### src/rtl/csi2_pkt_parser.sv
// CSI-2 packet parser: header ECC check, sync pulses, payload words with byte enables, CRC extraction.
// Latency 1 cycle, all outputs registered; no backpressure, one word accepted per cycle.
module csi2_pkt_parser #(
  parameter bit ECC_CHECK = 1'b1
) (
  input  logic        byte_clk_i,
  input  logic        rst_n_i,
  input  logic [31:0] data_i,
  input  logic        valid_i,
  input  logic        eot_i,
  output logic [31:0] pkt_data_o,
  output logic        pkt_valid_o,
  output logic [3:0]  pkt_be_o,
  output logic        pkt_last_o,
  output logic [1:0]  vc_o,
  output logic [5:0]  dt_o,
  output logic [15:0] wc_o,
  output logic        fs_o,
  output logic        fe_o,
  output logic        ls_o,
  output logic        le_o,
  output logic [15:0] crc_o,
  output logic        crc_valid_o,
  output logic        hdr_err_o,
  output logic        trunc_err_o
);

  typedef enum logic [1:0] {IDLE, PAYLOAD, CRC, SKIP} state_t;

  state_t      state;
  logic [15:0] bytes_left;
  logic [7:0]  crc_lo;
  logic        crc_two;
  logic [7:0]  ecc_exp;
  logic        ecc_bad;
  logic        crc_done_now;

  // Each parity bit covers the header bits set in its mask.
  function automatic logic [5:0] calc_ecc(input logic [23:0] d);
    logic [5:0] p;
    p[0] = ^(d & 24'hF12CB7);
    p[1] = ^(d & 24'hF2555B);
    p[2] = ^(d & 24'h749A6D);
    p[3] = ^(d & 24'hB8E38E);
    p[4] = ^(d & 24'hDF03F0);
    p[5] = ^(d & 24'hEFFC00);
    return p;
  endfunction

  assign ecc_exp = {2'b00, calc_ecc(data_i[23:0])};
  assign ecc_bad = (ecc_exp != data_i[31:24]);

  // CRC finishes this cycle in the CRC state, or when the last payload word also carries both CRC bytes.
  assign crc_done_now = valid_i &&
                        ((state == CRC) ||
                         (state == PAYLOAD && (bytes_left == 16'd1 || bytes_left == 16'd2)));

  always_ff @(posedge byte_clk_i or negedge rst_n_i) begin
    if (!rst_n_i) begin
      state       <= IDLE;
      bytes_left  <= '0;
      crc_lo      <= '0;
      crc_two     <= 1'b0;
      pkt_data_o  <= '0;
      pkt_valid_o <= 1'b0;
      pkt_be_o    <= '0;
      pkt_last_o  <= 1'b0;
      vc_o        <= '0;
      dt_o        <= '0;
      wc_o        <= '0;
      fs_o        <= 1'b0;
      fe_o        <= 1'b0;
      ls_o        <= 1'b0;
      le_o        <= 1'b0;
      crc_o       <= '0;
      crc_valid_o <= 1'b0;
      hdr_err_o   <= 1'b0;
      trunc_err_o <= 1'b0;
    end else begin
      pkt_valid_o <= 1'b0;
      pkt_last_o  <= 1'b0;
      fs_o        <= 1'b0;
      fe_o        <= 1'b0;
      ls_o        <= 1'b0;
      le_o        <= 1'b0;
      crc_valid_o <= 1'b0;
      hdr_err_o   <= 1'b0;
      trunc_err_o <= 1'b0;

      case (state)
        IDLE: begin
          if (valid_i) begin
            vc_o <= data_i[7:6];
            dt_o <= data_i[5:0];
            wc_o <= data_i[23:8];
            if (ECC_CHECK && ecc_bad) begin
              hdr_err_o <= 1'b1;
              state     <= SKIP;
            end else if (data_i[5:4] == 2'b00) begin
              fs_o  <= (data_i[5:0] == 6'h00);
              fe_o  <= (data_i[5:0] == 6'h01);
              ls_o  <= (data_i[5:0] == 6'h02);
              le_o  <= (data_i[5:0] == 6'h03);
              state <= SKIP;
            end else if (data_i[23:8] != 16'd0) begin
              bytes_left <= data_i[23:8];
              state      <= PAYLOAD;
            end else begin
              crc_two <= 1'b1;
              state   <= CRC;
            end
          end
        end

        PAYLOAD: begin
          if (valid_i) begin
            pkt_valid_o <= 1'b1;
            pkt_data_o  <= data_i;
            if (bytes_left > 16'd4) begin
              pkt_be_o   <= 4'b1111;
              bytes_left <= bytes_left - 16'd4;
            end else begin
              pkt_last_o <= 1'b1;
              bytes_left <= '0;
              case (bytes_left[2:0])
                3'd1: begin
                  pkt_be_o    <= 4'b0001;
                  crc_o       <= data_i[23:8];
                  crc_valid_o <= 1'b1;
                  state       <= SKIP;
                end
                3'd2: begin
                  pkt_be_o    <= 4'b0011;
                  crc_o       <= data_i[31:16];
                  crc_valid_o <= 1'b1;
                  state       <= SKIP;
                end
                3'd3: begin
                  pkt_be_o <= 4'b0111;
                  crc_lo   <= data_i[31:24];
                  crc_two  <= 1'b0;
                  state    <= CRC;
                end
                default: begin
                  pkt_be_o <= 4'b1111;
                  crc_two  <= 1'b1;
                  state    <= CRC;
                end
              endcase
            end
          end
        end

        CRC: begin
          if (valid_i) begin
            crc_o       <= crc_two ? data_i[15:0] : {data_i[7:0], crc_lo};
            crc_valid_o <= 1'b1;
            state       <= SKIP;
          end
        end

        default: ;
      endcase

      if (eot_i) begin
        state       <= IDLE;
        trunc_err_o <= (state == PAYLOAD || state == CRC) && !crc_done_now;
      end
    end
  end

endmodule
### config.mk
export PLATFORM = sky130hd
export DESIGN_NAME = csi2_pkt_parser
export DESIGN_NICKNAME = d
export VERILOG_FILES = /design/src/rtl/csi2_pkt_parser.sv
export SDC_FILE = /design/constraint.sdc
export NUM_CORES = 1
export LEC_CHECK = 0
export BUFFER_PORTS_ARGS = -buffer_cell sky130_fd_sc_hd__buf_2
export CORE_MARGIN = 3
export CORE_UTILIZATION = 36
export CTS_CLUSTER_DIAMETER = 60
export DETAILED_ROUTE_END_ITERATION = 16
export SYNTH_ARGS = -nofsm -noshare
export SYNTH_HDL_FRONTEND = slang
export SYNTH_SLANG_ARGS = --single-unit
### constraint.sdc
create_clock -name byte_clk_i -period 3.7 [get_ports byte_clk_i]
set_clock_uncertainty 0.15 [all_clocks]
set_input_delay 0.37 -clock byte_clk_i [delete_from_list [all_inputs] [get_ports byte_clk_i]]
set_output_delay 0.37 -clock byte_clk_i [all_outputs]
set_load 0.005 [all_outputs]
## Yosys cells after proc, flatten, opt, wreduce, memory -nomap -nowiden

Index checks and enable logic that the tools add are counted.
W data, S select, Z words.

- Bits in registers: 112
- Bits of input ports: 36
- Output and inout port bits: 85
- Logic and storage cells: 137

- Add/subtract/negate cells: 1
- $lt $le $gt $ge: 1
- Eq/ne operators: 25
- Mux-type cells: 62
- Bitwise gates (word level): 1
- Reduce and logical (&&, ||, !) cells: 28

Operators with widths:

| cell | number |
|---|---|
| $mux W16 | 10 |
| $reduce_xor A24 Y1 | 6 |
| $pmux W16 S2 | 3 |
| $mux W1 | 35 |
| $ne A2 B2 Y1 const B | 9 |
| $eq A16 B1 Y1 const B | 1 |
| $eq A16 B2 Y1 const B | 1 |
| $gt A16 B3 Y1 const B | 1 |
| $mux W2 | 8 |
| $reduce_bool A16 Y1 | 1 |
| $sub A16 B3 Y16 const B | 1 |
| $eq A6 B2 Y1 const B | 2 |
| $ne A3 B3 Y1 const B | 4 |
| $pmux W4 S3 | 1 |
| $reduce_and A5 Y1 | 2 |
| $ne A6 B8 Y1 | 1 |
| $reduce_and A8 Y1 | 1 |
| $eq A3 B2 Y1 const B | 2 |
| $eq A6 B1 Y1 const B | 1 |
| $logic_not A6 Y1 | 1 |
| $pmux W1 S2 | 3 |
| $pmux W2 S3 | 1 |
| $reduce_and A6 Y1 | 1 |
| $logic_not A2 Y1 | 2 |
| other kinds (14) | 20 |

## Longest topological paths before layout

Gate-level depths: netlist of the first run.

- Depth after elaboration: 8
- Depth in mapped cells: 11
- Gate-level depth less buffers: 9

## Least setup slack after synthesis of the first run

OpenSTA, ideal clock, no wires.

- Path kind: input port to flip-flop
- From: in data_i[20]
- To: reg bytes_left[15]
- Setup time: 121 ps
- Arrival time: 2891 ps
- Data required time: 3429 ps
- Path slack: 538 ps
- Cell stages on the path: 11
- Buffers on the path: 2
- Cells stage by stage: inv_1 ha_1 xnor2_1 xnor2_2 xnor3_1 or4_1 buf_6 o32ai_4 buf_6 nand2_1 a22o_1

- Longest elaborated chain between the ends: 4
- Elaborated cells between the ends (all ways): 10
- Those cells by class: 3 x eq/ne; 7 x reduce/logical

RTL lines:

| element | line | source |
|---|---|---|
| start, declared | 8 | `input logic [31:0] data_i,` |
| $reduce_xor A24 Y1 (on tied branches) | -- |  |
| $ne A6 B8 Y1 | 51 | `assign ecc_bad = (ecc_exp != data_i[31:24]);` |
| $ne A2 B2 Y1 (no line) | -- |  |
| $reduce_and A6 Y1 (no line) * | -- |  |
| end signal, assigned | 106 | `bytes_left <= data_i[23:8];` |
| end signal, assigned | 121 | `bytes_left <= bytes_left - 16'd4;` |
| end, declared | 31 | `logic [15:0] bytes_left;` |

Every way passes the cells marked *; elsewhere a longest branch is shown, timed or not.
A chain may end at the register's enable or synchronous reset.

## Worst setup path after layout of the first run

- From: in data_i[20]
- To: reg state[0]

- Longest elaborated chain between the ends: 7
- Elaborated cells between the ends (all ways): 13
- Those cells by class: 1 x eq/ne; 6 x mux; 6 x reduce/logical

RTL lines:

| element | line | source |
|---|---|---|
| branches (longest 3 deep; another with $reduce_xor A24 Y1) | -- |  |
| $mux W2 * | 96 | `if (ECC_CHECK && ecc_bad) begin` |
| $mux W2 * | 92 | `if (valid_i) begin` |
| $pmux W2 S3 * | 90 | `case (state)` |
| $mux W2 * | 165 | `if (eot_i) begin` |
| end signal, assigned | 98 | `state <= SKIP;` |
| end signal, assigned | 104 | `state <= SKIP;` |
| end signal, assigned | 166 | `state <= IDLE;` |
| end, declared | 30 | `state_t state;` |

Mark *: on every way between the ends. The select of a mux whose other input is x is not followed.

==> qor_table.md, run 1 <==
| Quantity | Reported | Unit |
|---|---|---|
| Vias after detailed routing | 4,985 | - |
| Die Area | 0.0183 | mm2 |
| Post-route ant nets | 0 | - |
| Area added between synthesis and finish | 20.2 | % |
| Routed length on met3 | 1330 | um |
| Final wirelength | 18,200 | um |
| Reg-to-reg endpoint | crc_lo[7] | - |
| Slew Limit Fails | 0 | - |
| HPWL after detailed placement | 14,000 | um |
| Leading cell types in the layout, fill and taps excluded | sky130_fd_sc_hd__buf_2 (119), sky130_fd_sc_hd__dfrtp_1 (112), sky130_fd_sc_hd__nand2_1 (105), sky130_fd_sc_hd__o21ai_0 (59) | - |
| Critical path cell sequence | buf_2, inv_1, ha_1, xnor2_1, xnor2_2, xnor3_1, or4_1, nor4b_1, a21oi_1, a31o_2 | - |
| Number of violations reported at the end of detailed-routing iteration 0 | 310 | - |
| Crit Reg-Reg Startpoint | bytes_left[12] | - |
| FMAX | 314 | MHz |
| Horizontal die dimension | 135 | um |
| Synthesized instance count | 602 | - |
| Clk_lat worst skew | 360 | ps |
| Instance count along the most critical hold path | 2 | - |
| Vertical die dimension | 135 | um |
| Num rows | 46 | - |
| P per Cell Area | 679 | mW/mm2 |
| Count of maximum capacitance violations | 0 | - |
| Buffer type at the clock tree root | sky130_fd_sc_hd__clkbuf_16 | - |
| Post-route clock period utilization | 86.0 | % |
| Switching part of the total power | 37.4 | % |
| Number of distinct library cell variants in the gate-level netlist after synthesis | 59 | - |
| Post-Syn Area | 0.00601 | mm2 |
| Number of global-route vias before repair | 4,972 | - |
| Overall track demand over capacity in global routing | 20.2 | % |
| Shortest period the worst path allows | 3180 | ps |
| Delay of the slowest critical-path stage | 640 | ps |
| Worst hold margin | 95.7 | ps |
| Number of buffers inserted by post-CTS setup repair | 0 | - |
| Part of the power in registers | 40.6 | % |
| Share of the yosys chip area belonging to registers | 46.6 | % |
| DRC viols | 0 | - |
| Category of the critical setup timing path | in -> reg | - |
| Worst min-delay path category | in -> reg | - |
| Post-synth EDFFs | 0 | - |
| Timing endpoint of the critical path | state[0] | - |
| Finish-stage setup viols | 0 | - |
| Worst setup SP type | primary input | - |
| Warnings from Yosys | 0 | - |
| Critical path capture point type | flip-flop | - |
| Highest metal layer with signal wires | met4 | - |
| Routability-driven placement congestion ratio | 0.898 | - |
| Total negative setup slack | 0 | ps |
| Worst-path cell with the longest stage delay | sky130_fd_sc_hd__or4_1 | - |
| Longest Clk Path Bufs | 2 | - |
| Crit path from | data_i[20] | - |
| Relative slew slack | 31.7 | % |
| Number of iterations in the first detailed-routing pass | 5 | - |
| Number of top-level pins | 121 | - |
| Biggest area consumer among synthesized cells | sky130_fd_sc_hd__dfrtp_1 | - |
| Crit-path max FO | 7 | - |
| Number of gates given a new drive strength after cts | 0 | - |
| Design internal power | 0.00307 | W |
| Syn Nets | 657 | - |
| Share of synthesized registers carrying an async set or reset | 100 | % |
| Fraction of final layout cells with drive strength greater than 1 | 27.9 | % |
| Req. time, crit path | 3800 | ps |
| DR WL met2 | 7930 | um |
| Maximum level of the CTS H-tree | 3 | - |
| Count of antenna diodes in the layout | 0 | - |
| Post-synthesis average cell area | 9.98 | um2 |
| Crit path arrival time | 3280 | ps |
| Residual overflow from global routing | 0 | - |
| Outcome | completed | - |
| Switching Power | 0.00183 | W |
| Peak supply drop | 282 | uV |
| Wire length of the first global-routing pass | 28,200 | um |
| Static leakage | 3.56 | nW |
| TritonCTS clock tree | built | - |
| Clock Power Share | 18.8 | % |
| Most frequent standard cell in the layout excluding fill and tap cells | sky130_fd_sc_hd__buf_2 | - |
| Area share of the leading cell type in the synthesized netlist | 46.6 | % |
| RSZ-0062 raised after global routing | no | - |
| Clock transition at path regs | 70 | ps |
| Layout Nets | 781 | - |
| Cell types with the largest area share after synthesis | sky130_fd_sc_hd__dfrtp_1 (47%), sky130_fd_sc_hd__nand2_1 (6.6%), sky130_fd_sc_hd__mux2_2 (5.1%) | - |
| Antenna violations before repair | 0 | - |
| Reg-to-reg slack, setup | 820 | ps |
| Largest net degree at the start of global routing | 56 | - |
| Total of flip-flops plus latches after synthesis | 112 | - |
| Combinational group share of total power | 40.6 | % |
| Initial Utilization | 37.3 | % |
| Cts bufs inserted | 9 | - |
| R2R depth | 6 | - |
| Hold violation count in the final report | 0 | - |
| IO Port Bufs | 120 | - |
| Slew at the pin closest to its max-slew limit | 1020 | ps |
| DRT met1 WL | 8430 | um |
| Main flop type after synthesis | sky130_fd_sc_hd__dfrtp_1 | - |
| Per-cell via count in the routed design | 5.26 | - |
| Average wire length per cell after detail routing | 19.2 | um |
| Placeable core region | 0.0161 | mm2 |
| CTS Sinks | 112 | - |
[critical path, delay by kind of cell]
family,cells,cell delay [ps]
adders and majority gates,1,350
buffers and inverters,2,230
AOI/OAI and AO/OA,2,370
xor gates and xnor gates,3,790
and+or+nand+nor,2,1160
[Yosys cell counts, drive strengths merged (5+ instances only)]
| library cell | instances |
|---|---|
| xnor2 | 28 |
| o21ai | 61 |
| a211oi | 17 |
| clkbuf | 25 |
| o211ai | 5 |
| mux2i | 18 |
| nand2 | 106 |
| o2bb2ai | 6 |
| dfrtp | 112 |
| nor3 | 6 |
| buf | 7 |
| nor2 | 34 |
| xnor3 | 9 |
| inv | 33 |
| nor4 | 9 |
| o22ai | 5 |
| a21oi | 20 |
| nor4b | 6 |
| mux2 | 27 |
| ha | 19 |
[routing by layer]
layer,track usage [%],vias to the layer above
li1,-,2350
met1,28.5,2414
met2,30.7,194
met3,4.27,27
met4,7.95,0
met5,0,-
[final cells by class]
class / count / area (um2)
Clock inverter: 6 / 43.8
Timing Repair Buffer: 145 / 806
Multi-Input combinational cell: 425 / 2950
Tap cell: 216 / 270
Inverter: 33 / 124
Sequential cell: 112 / 2800
Clock buffer: 10 / 229
Fill cell: 1575 / 8890
[flip-flops by register name, indices dropped and copies added, names as in the netlist, 2 cells and up]
name / flops
bytes_left: 16
crc_lo: 8
crc_o: 16
dt_o: 6
pkt_be_o: 4
pkt_data_o: 32
state: 2
vc_o: 2
wc_o: 16
[how the worst min path moves through the flow]
stage / endpoint / start / slack [ps]
2_1_floorplan: bytes_left[0] / rst_n_i / -80
3_3_place_gp: pkt_be_o[0] / rst_n_i / 220
3_5_place_dp: pkt_data_o[10] / rst_n_i / 230
4_1_cts: state[1] / eot_i / 70
5_1_grt: state[1] / eot_i / 70
6_report: state[1] / eot_i / 100
[repair_timing]
action                                 in CTS  in global routing
endpoints found under the hold margin      39                  0
setup endpoints to repair                   0                  0
hold buffers                                1                  0
[power by group through the flow]
stage	Combinational [W]	Sequential [W]	Clock [W]
finish	0.00199	0.00199	0.000921
global route	0.00220	0.00206	0.00100
CTS	0.00201	0.00200	0.000953
detailed placement	0.00200	0.00202	0
global placement	0.00197	0.00200	0
floorplan	0.00116	0.00201	0
[logic make-up after synthesis]
logic type	count (synthesis)	synth area share, %
AO/OA/AOI/OAI	136	14.4
XOR/XNOR	40	8.20
adder cells (fa/ha/maj)	19	3.96
buffers and inverters	65	4.39
flip-flops	112	46.6
multiplexers	45	8.06
AND/OR/NAND/NOR	185	14.3
[stage by stage]
| stage | power (W) | util (%) | instance area [um2] | setup slack [ps] | std cells |
|---|---|---|---|---|---|
| 2_1_floorplan | 0.00317 | - | 6010 | 538 | 602 |
| 3_3_place_gp | 0.00397 | 43.1 | 6940 | 216 | 930 |
| 3_5_place_dp | 0.00402 | 43.1 | 6940 | 143 | 930 |
| 4_1_cts | 0.00496 | 44.8 | 7230 | 529 | 947 |
| 5_1_grt | 0.00527 | 44.8 | 7230 | 361 | 947 |
| 6_report | 0.00491 | 44.8 | 7230 | 517 | 947 |
Power figures use the tool's default switching activity.
==> run 2: changes to the inputs <==
- CORE_UTILIZATION: 36 -> 57
- CTS_BUF_LIST: default -> sky130_fd_sc_hd__clkbuf_4
- PLACE_DENSITY: default -> 0.82
==> run 2 against run 1 <==
Compared with the run above: clock power is 29% lower; combinational power hardly changed; sequential cell count stayed put; sequential share of layout area rose by 1.3 points; register-to-register slack barely moved; die area shrank 35%; cell area fell by 3.2%; final cell count down 8.9%; total power decreased by 5.8%; fmax increased by 0.57%; global-route usage grew 8.6 points; setup slack gained 18 ps.
==> qor_table.md, run 2 (synthesized netlist as in run 1, its figures left out) <==
| Quantity | Reported | Unit |
|---|---|---|
| Number of gates given a new drive strength after cts | 0 | - |
| Grt met2 use | 44.3 | % |
| Top cell family by delay on the critical path | simple AND/OR/NAND/NOR gates | - |
| Req. time, crit path | 3950 | ps |
| Instance count along the most critical hold path | 3 | - |
| Relative slew slack | 31.0 | % |
| Reg-to-reg endpoint | crc_lo[1] | - |
| IO Port Bufs | 120 | - |
| Met3 capacity usage during global routing | 4.97 | % |
| Number of flip-flops in the largest register | 32 | - |
| FMAX | 316 | MHz |
| RSZ-0062 raised after global routing | no | - |
| Static leakage | 3.50 | nW |
| Layer with the highest usage after global routing | met2 | - |
| Cell area after layout | 0.00700 | mm2 |
| Combinational group share of total power | 42.8 | % |
| Routability-driven placement congestion ratio | 0.941 | - |
| Cell Area, Placed | 0.00682 | mm2 |
| Post-route ant nets | 0 | - |
| Stages on worst setup path | 11 | - |
| Met1 GRT Util | 41.9 | % |
| Number of top-level pins | 121 | - |
| Crit path arrival time | 3420 | ps |
| Hold violation count in the final report | 0 | - |
| Critical path capture point type | flip-flop | - |
| Peak supply drop | 367 | uV |
| Average wire length per cell after detail routing | 19.3 | um |
| Most frequent standard cell in the layout excluding fill and tap cells | sky130_fd_sc_hd__buf_2 | - |
| Worst-path cell with the longest stage delay | sky130_fd_sc_hd__or4_1 | - |
| P per Cell Area | 661 | mW/mm2 |
| Final wirelength | 16,700 | um |
| Initial Utilization | 60.1 | % |
| Clk_lat worst skew | 480 | ps |
| Worst min-delay path category | in -> reg | - |
| Switching part of the total power | 38.9 | % |
| Filler instances | 778 | - |
| Fraction of final layout cells with drive strength greater than 1 | 27.7 | % |
| Layout Nets | 779 | - |
| WP buf/inv | 3 | - |
| Outcome | completed | - |
| Vias after detailed routing | 5,081 | - |
| Worst hold margin | 18.4 | ps |
| R2R depth | 6 | - |
| Count of maximum capacitance violations | 0 | - |
| Overall track demand over capacity in global routing | 28.9 | % |
| Buffer type at the clock tree root | sky130_fd_sc_hd__clkbuf_4 | - |
| Slew at the pin closest to its max-slew limit | 1040 | ps |
| Horizontal die dimension | 109 | um |
| Part of the power in registers | 43.0 | % |
| Crit-path max FO | 5 | - |
| Residual overflow from global routing | 0 | - |
| Finish-stage setup viols | 0 | - |
| Clock transition at path regs | 160 | ps |
| Category of the critical setup timing path | in -> reg | - |
| DRC viols | 0 | - |
| Wire length of the first global-routing pass | 25,800 | um |
| Die Area | 0.0118 | mm2 |
| Crit path setup slack, layout | 535 | ps |
| CTS Sinks | 112 | - |
| Shortest period the worst path allows | 3170 | ps |
| Finished Core Util | 70.0 | % |
| Largest net degree at the start of global routing | 103 | - |
| Crit path from | data_i[20] | - |
| Delay of the slowest critical-path stage | 560 | ps |
| Number of violations reported at the end of detailed-routing iteration 0 | 437 | - |
| Antenna violations before repair | 1 | - |
| Timing endpoint of the critical path | fe_o | - |
| Design internal power | 0.00282 | W |
| Largest register by flop count | pkt_data_o | - |
| Total negative setup slack | 0 | ps |
| Crit Reg-Reg Startpoint | bytes_left[11] | - |
| Vertical die dimension | 109 | um |
| Slew Limit Fails | 0 | - |
| HPWL after detailed placement | 12,500 | um |
| Clock Power Share | 14.1 | % |
| Critical path cell sequence | buf_2, inv_1, ha_1, xnor2_1, xnor2_2, xnor3_1, or4_1, buf_4, or2_2, nor3_1, and2_1 | - |
| Maximum level of the CTS H-tree | 3 | - |
| Leading cell types in the layout, fill and taps excluded | sky130_fd_sc_hd__buf_2 (119), sky130_fd_sc_hd__dfrtp_1 (112), sky130_fd_sc_hd__nand2_1 (105), sky130_fd_sc_hd__o21ai_0 (59) | - |
| Longest Clk Path Bufs | 2 | - |
| Placeable core region | 0.0100 | mm2 |
| TritonCTS clock tree | built | - |
| Area added between synthesis and finish | 16.4 | % |
| Setup slack after placement | 86.6 | ps |
| Worst setup SP type | primary input | - |
| Post-route clock period utilization | 85.5 | % |
| Reg-to-reg slack, setup | 820 | ps |
| Number of global-route vias before repair | 4,897 | - |
| Switching Power | 0.00180 | W |
| Number of iterations in the first detailed-routing pass | 6 | - |
| Cts bufs inserted | 9 | - |
| Per-cell via count in the routed design | 5.89 | - |
| Num rows | 36 | - |
==> run 2: cell types whose count changed in the layout (fill, tap and decap cells not counted), sizes merged <==
cell / change
clkbuf: -1
bufinv: +1
dlygate4sd3: +1
diode: +1
inv: +2
clkinv: -2
buf: -3
==> run 2: repair_timing <==
action                     CTS  global route
setup buffers                0             0
hold buffers                 2             0
hold endpoints to repair   113             0
setup endpoints to repair    0             0
==> run 2: worst register-to-register path, stage by stage, from the launching register on <==
cell and delay, ps:
sky130_fd_sc_hd__dfrtp_1 490, sky130_fd_sc_hd__or4_1 540, sky130_fd_sc_hd__nor2_1 320, sky130_fd_sc_hd__o211ai_1 300
sky130_fd_sc_hd__nor2_1 230, sky130_fd_sc_hd__nand2_1 350, sky130_fd_sc_hd__mux2_2 400
==> run 2: through the flow <==
stage,cells,total power (W)
after floorplan,602,0.00317
after global placement,844,0.00391
after detailed placement,844,0.00399
after CTS,862,0.00464
after global routing,863,0.00494
final,863,0.00462
==> run 2: worst min path at each step <==
stage / end / slack [ps] / from
floorplan: bytes_left[0] / -80 / rst_n_i
global placement: pkt_be_o[0] / 70 / rst_n_i
detailed placement: pkt_be_o[0] / 70 / rst_n_i
CTS: pkt_data_o[25] / 7 / data_i[25]
global route: pkt_data_o[27] / 6 / data_i[27]
finish: pkt_data_o[25] / 20 / data_i[25]
==> run 2: layout make-up <==
class	instances	area [um2]	share of cell area [%]
diodes	1	2.50	0.0358
inverters	33	124	1.77
repair buffers	143	793	11.3
clock inverters	7	88.8	1.27
well taps	133	166	2.38
clock buffers	9	67.6	0.966
flip-flops and latches	112	2800	40.1
multi-input cells	425	2950	42.2
==> run 2: routing by layer <==
layer  share of wire (%)  wire length, um
met1                  44             7270
met2                  46             7670
met3                 7.8             1300
met4                 2.6              437
met5                   0                0
==> run 2: power by group through the flow <==
stage / logic, W / registers [W] / clock network (W)
6_report: 0.00198 / 0.00199 / 0.000654
2_1_floorplan: 0.00116 / 0.00201 / 0
3_5_place_dp: 0.00198 / 0.00201 / 0
5_1_grt: 0.00218 / 0.00205 / 0.000708
4_1_cts: 0.00199 / 0.00199 / 0.000663
3_3_place_gp: 0.00192 / 0.00199 / 0
==> run 3: changes to the inputs <==
- BUFFER_PORTS_ARGS: -buffer_cell sky130_fd_sc_hd__buf_2 -> default
- CORE_UTILIZATION: 57 -> 60
- DONT_BUFFER_PORTS: default -> 1
- PLACE_DENSITY: 0.82 -> 0.76
==> run 3 against run 2 <==
Compared with the run above: sequential share of layout area increased by 2.3 points; core utilization is 0.36 points lower; hold slack improved by 6.0 ps; cell area down 5.5%; sequential cell count is the same; final cell count shrank 12%; combinational power shrank 23%; sequential power increased by 7%; setup slack worse by 400 ps; critical path type unchanged; critical endpoint is now bytes_left[4].
==> qor_table.md, run 3 (synthesized netlist as in run 1, its figures left out) <==
| Quantity | Reported | Unit |
|---|---|---|
| Outcome | completed | - |
| Post-route clock period utilization | 96.2 | % |
| Antenna violations before repair | 0 | - |
| Number of flip-flops in the largest register | 32 | - |
| Design internal power | 0.00252 | W |
| Category of the critical setup timing path | in -> reg | - |
| Slew Limit Fails | 0 | - |
| Post-route ant nets | 0 | - |
| Count of antenna diodes in the layout | 0 | - |
| Clk_lat worst skew | 480 | ps |
| Number of top-level pins | 121 | - |
| Relative slew slack | 33.8 | % |
| FMAX | 281 | MHz |
| Crit path arrival time | 3790 | ps |
| Hold Startpoint | valid_i | - |
| Finish-stage setup viols | 0 | - |
| Reg-to-reg slack, setup | 830 | ps |
| Instance count along the most critical hold path | 2 | - |
| Fraction of final layout cells with drive strength greater than 1 | 12.6 | % |
| End of the worst hold path | state[1] | - |
| Vertical die dimension | 106 | um |
| Sequential cell area in the final layout | 0.00280 | mm2 |
| Die Area | 0.0113 | mm2 |
| RSZ-0062 raised after global routing | no | - |
| CTS Sinks | 112 | - |
| Critical path capture point type | flip-flop | - |
| Crit-path max FO | 18 | - |
| Final wirelength | 17,100 | um |
| Combinational group share of total power | 35.8 | % |
| DRC viols | 0 | - |
| Cell Area, Placed | 0.00618 | mm2 |
| Largest register by flop count | pkt_data_o | - |
| P per Cell Area | 640 | mW/mm2 |
| Req. time, crit path | 3930 | ps |
| Buffer type at the clock tree root | sky130_fd_sc_hd__clkbuf_4 | - |
| Area added between synthesis and finish | 10.1 | % |
| Residual overflow from global routing | 0 | - |
| Static leakage | 3.09 | nW |
| Num rows | 35 | - |
| Hold violation count in the final report | 0 | - |
| Worst min-delay path category | in -> reg | - |
| IO Port Bufs | 0 | - |
| Maximum level of the CTS H-tree | 3 | - |
| Number of buffers inserted by post-CTS setup repair | 0 | - |
| Cell area after layout | 0.00661 | mm2 |
| R2R depth | 6 | - |
| Number of global-route vias before repair | 4,709 | - |
| Number of iterations in the first detailed-routing pass | 5 | - |
| Longest Clk Path Bufs | 2 | - |
| HPWL after detailed placement | 12,200 | um |
| Count of maximum capacitance violations | 0 | - |
| Total negative setup slack | 0 | ps |
| Layout Nets | 684 | - |
| Horizontal die dimension | 106 | um |
| Placeable core region | 0.00950 | mm2 |
| Initial Utilization | 63.2 | % |
| Wire length of the first global-routing pass | 26,800 | um |
| Switching part of the total power | 40.5 | % |
| Routability-driven placement congestion ratio | 0.965 | - |
| Most frequent standard cell in the layout excluding fill and tap cells | sky130_fd_sc_hd__dfrtp_1 | - |
| Largest net degree at the start of global routing | 113 | - |
| Multi-input gate area | 0.00295 | mm2 |
| Crit Reg-Reg Startpoint | bytes_left[11] | - |
| Shortest period the worst path allows | 3560 | ps |
| Filler instances | 716 | - |
| Vias after detailed routing | 4,773 | - |
| Crit path setup slack, layout | 139 | ps |
| Part of the power in registers | 50.2 | % |
| Leading cell types in the layout, fill and taps excluded | sky130_fd_sc_hd__dfrtp_1 (112), sky130_fd_sc_hd__nand2_1 (105), sky130_fd_sc_hd__o21ai_0 (59), sky130_fd_sc_hd__inv_1 (33), sky130_fd_sc_hd__nor2_1 (33) | - |
| Cts bufs inserted | 9 | - |
| Clock Power Share | 14.0 | % |
| Reg-to-reg endpoint | crc_lo[7] | - |
| Overall track demand over capacity in global routing | 31.1 | % |
| Per-cell via count in the routed design | 6.26 | - |
| Average wire length per cell after detail routing | 22.4 | um |
| Slew at the pin closest to its max-slew limit | 993 | ps |
| Clock transition at path regs | 170 | ps |
| Number of violations reported at the end of detailed-routing iteration 0 | 428 | - |
| Setup slack after placement | 274 | ps |
| Switching Power | 0.00171 | W |
| TritonCTS clock tree | built | - |
| Worst setup SP type | primary input | - |
| Peak supply drop | 325 | uV |
==> run 3: worst max-delay path, cell delays in order <==
cell                            delay, ps
sky130_fd_sc_hd__dlygate4sd3_1        580
sky130_fd_sc_hd__inv_1                110
sky130_fd_sc_hd__ha_1                 350
sky130_fd_sc_hd__xnor2_1              340
sky130_fd_sc_hd__xnor2_2              160
sky130_fd_sc_hd__xnor3_1              310
sky130_fd_sc_hd__or4_1                650
sky130_fd_sc_hd__o32ai_4              300
sky130_fd_sc_hd__buf_4                260
sky130_fd_sc_hd__o21ai_2               70
sky130_fd_sc_hd__a221o_1              290
==> run 3: power groups by stage <==
stage	Sequential [W]	Combinational (W)	Clock [W]
floorplan	0.00201	0.00116	0
detailed placement	0.00215	0.00144	0
finish	0.00212	0.00152	0.000592
global route	0.00218	0.00168	0.000635
CTS	0.00212	0.00150	0.000592
global placement	0.00213	0.00138	0
==> run 3: per-stage QoR <==
stage                     power [W]  cells  hold slack [ps]  util, %
after floorplan             0.00317    602            -75.6        -
after global placement      0.00351    718            -73.0     65.0
after detailed placement    0.00359    718            -72.9     65.0
after CTS                   0.00422    761             2.27     69.4
after global routing        0.00450    763             9.34     69.6
final                       0.00423    763             24.4     69.6
==> run 3: timing repair <==
item                                   in CTS  in global routing
endpoints found under the hold margin     165                  4
hold buffers                               27                  2
gates resized for setup                     0                  0
==> run 3: cell type report <==
class,instances,share of cell area (%)
Clock buffer,10,1.14
Timing Repair Buffer,48,6.81
Inverter,33,1.87
Clock inverter,6,0.757
Multi-Input combinational cell,425,44.6
Tap cell,129,2.44
Sequential cell,112,42.4
==> run 3: worst max-delay path by stage <==
stage / from / to / cells after the start
floorplan: data_i[20] / bytes_left[15] / 11
global placement: data_i[20] / bytes_left[4] / 10
detailed placement: data_i[20] / bytes_left[4] / 10
CTS: data_i[20] / bytes_left[4] / 11
global route: data_i[20] / bytes_left[6] / 11
finish: data_i[20] / bytes_left[4] / 11
==> run 3: per-layer routing <==
layer | vias up | wire, um | GRT usage, %
met2 | 248 | 7730 | 48.0
met3 | 27 | 1790 | 9.71
li1 | 2157 | - | -
met4 | 0 | 398 | 8.23
met5 | - | 0 | 0
met1 | 2341 | 7210 | 42.8
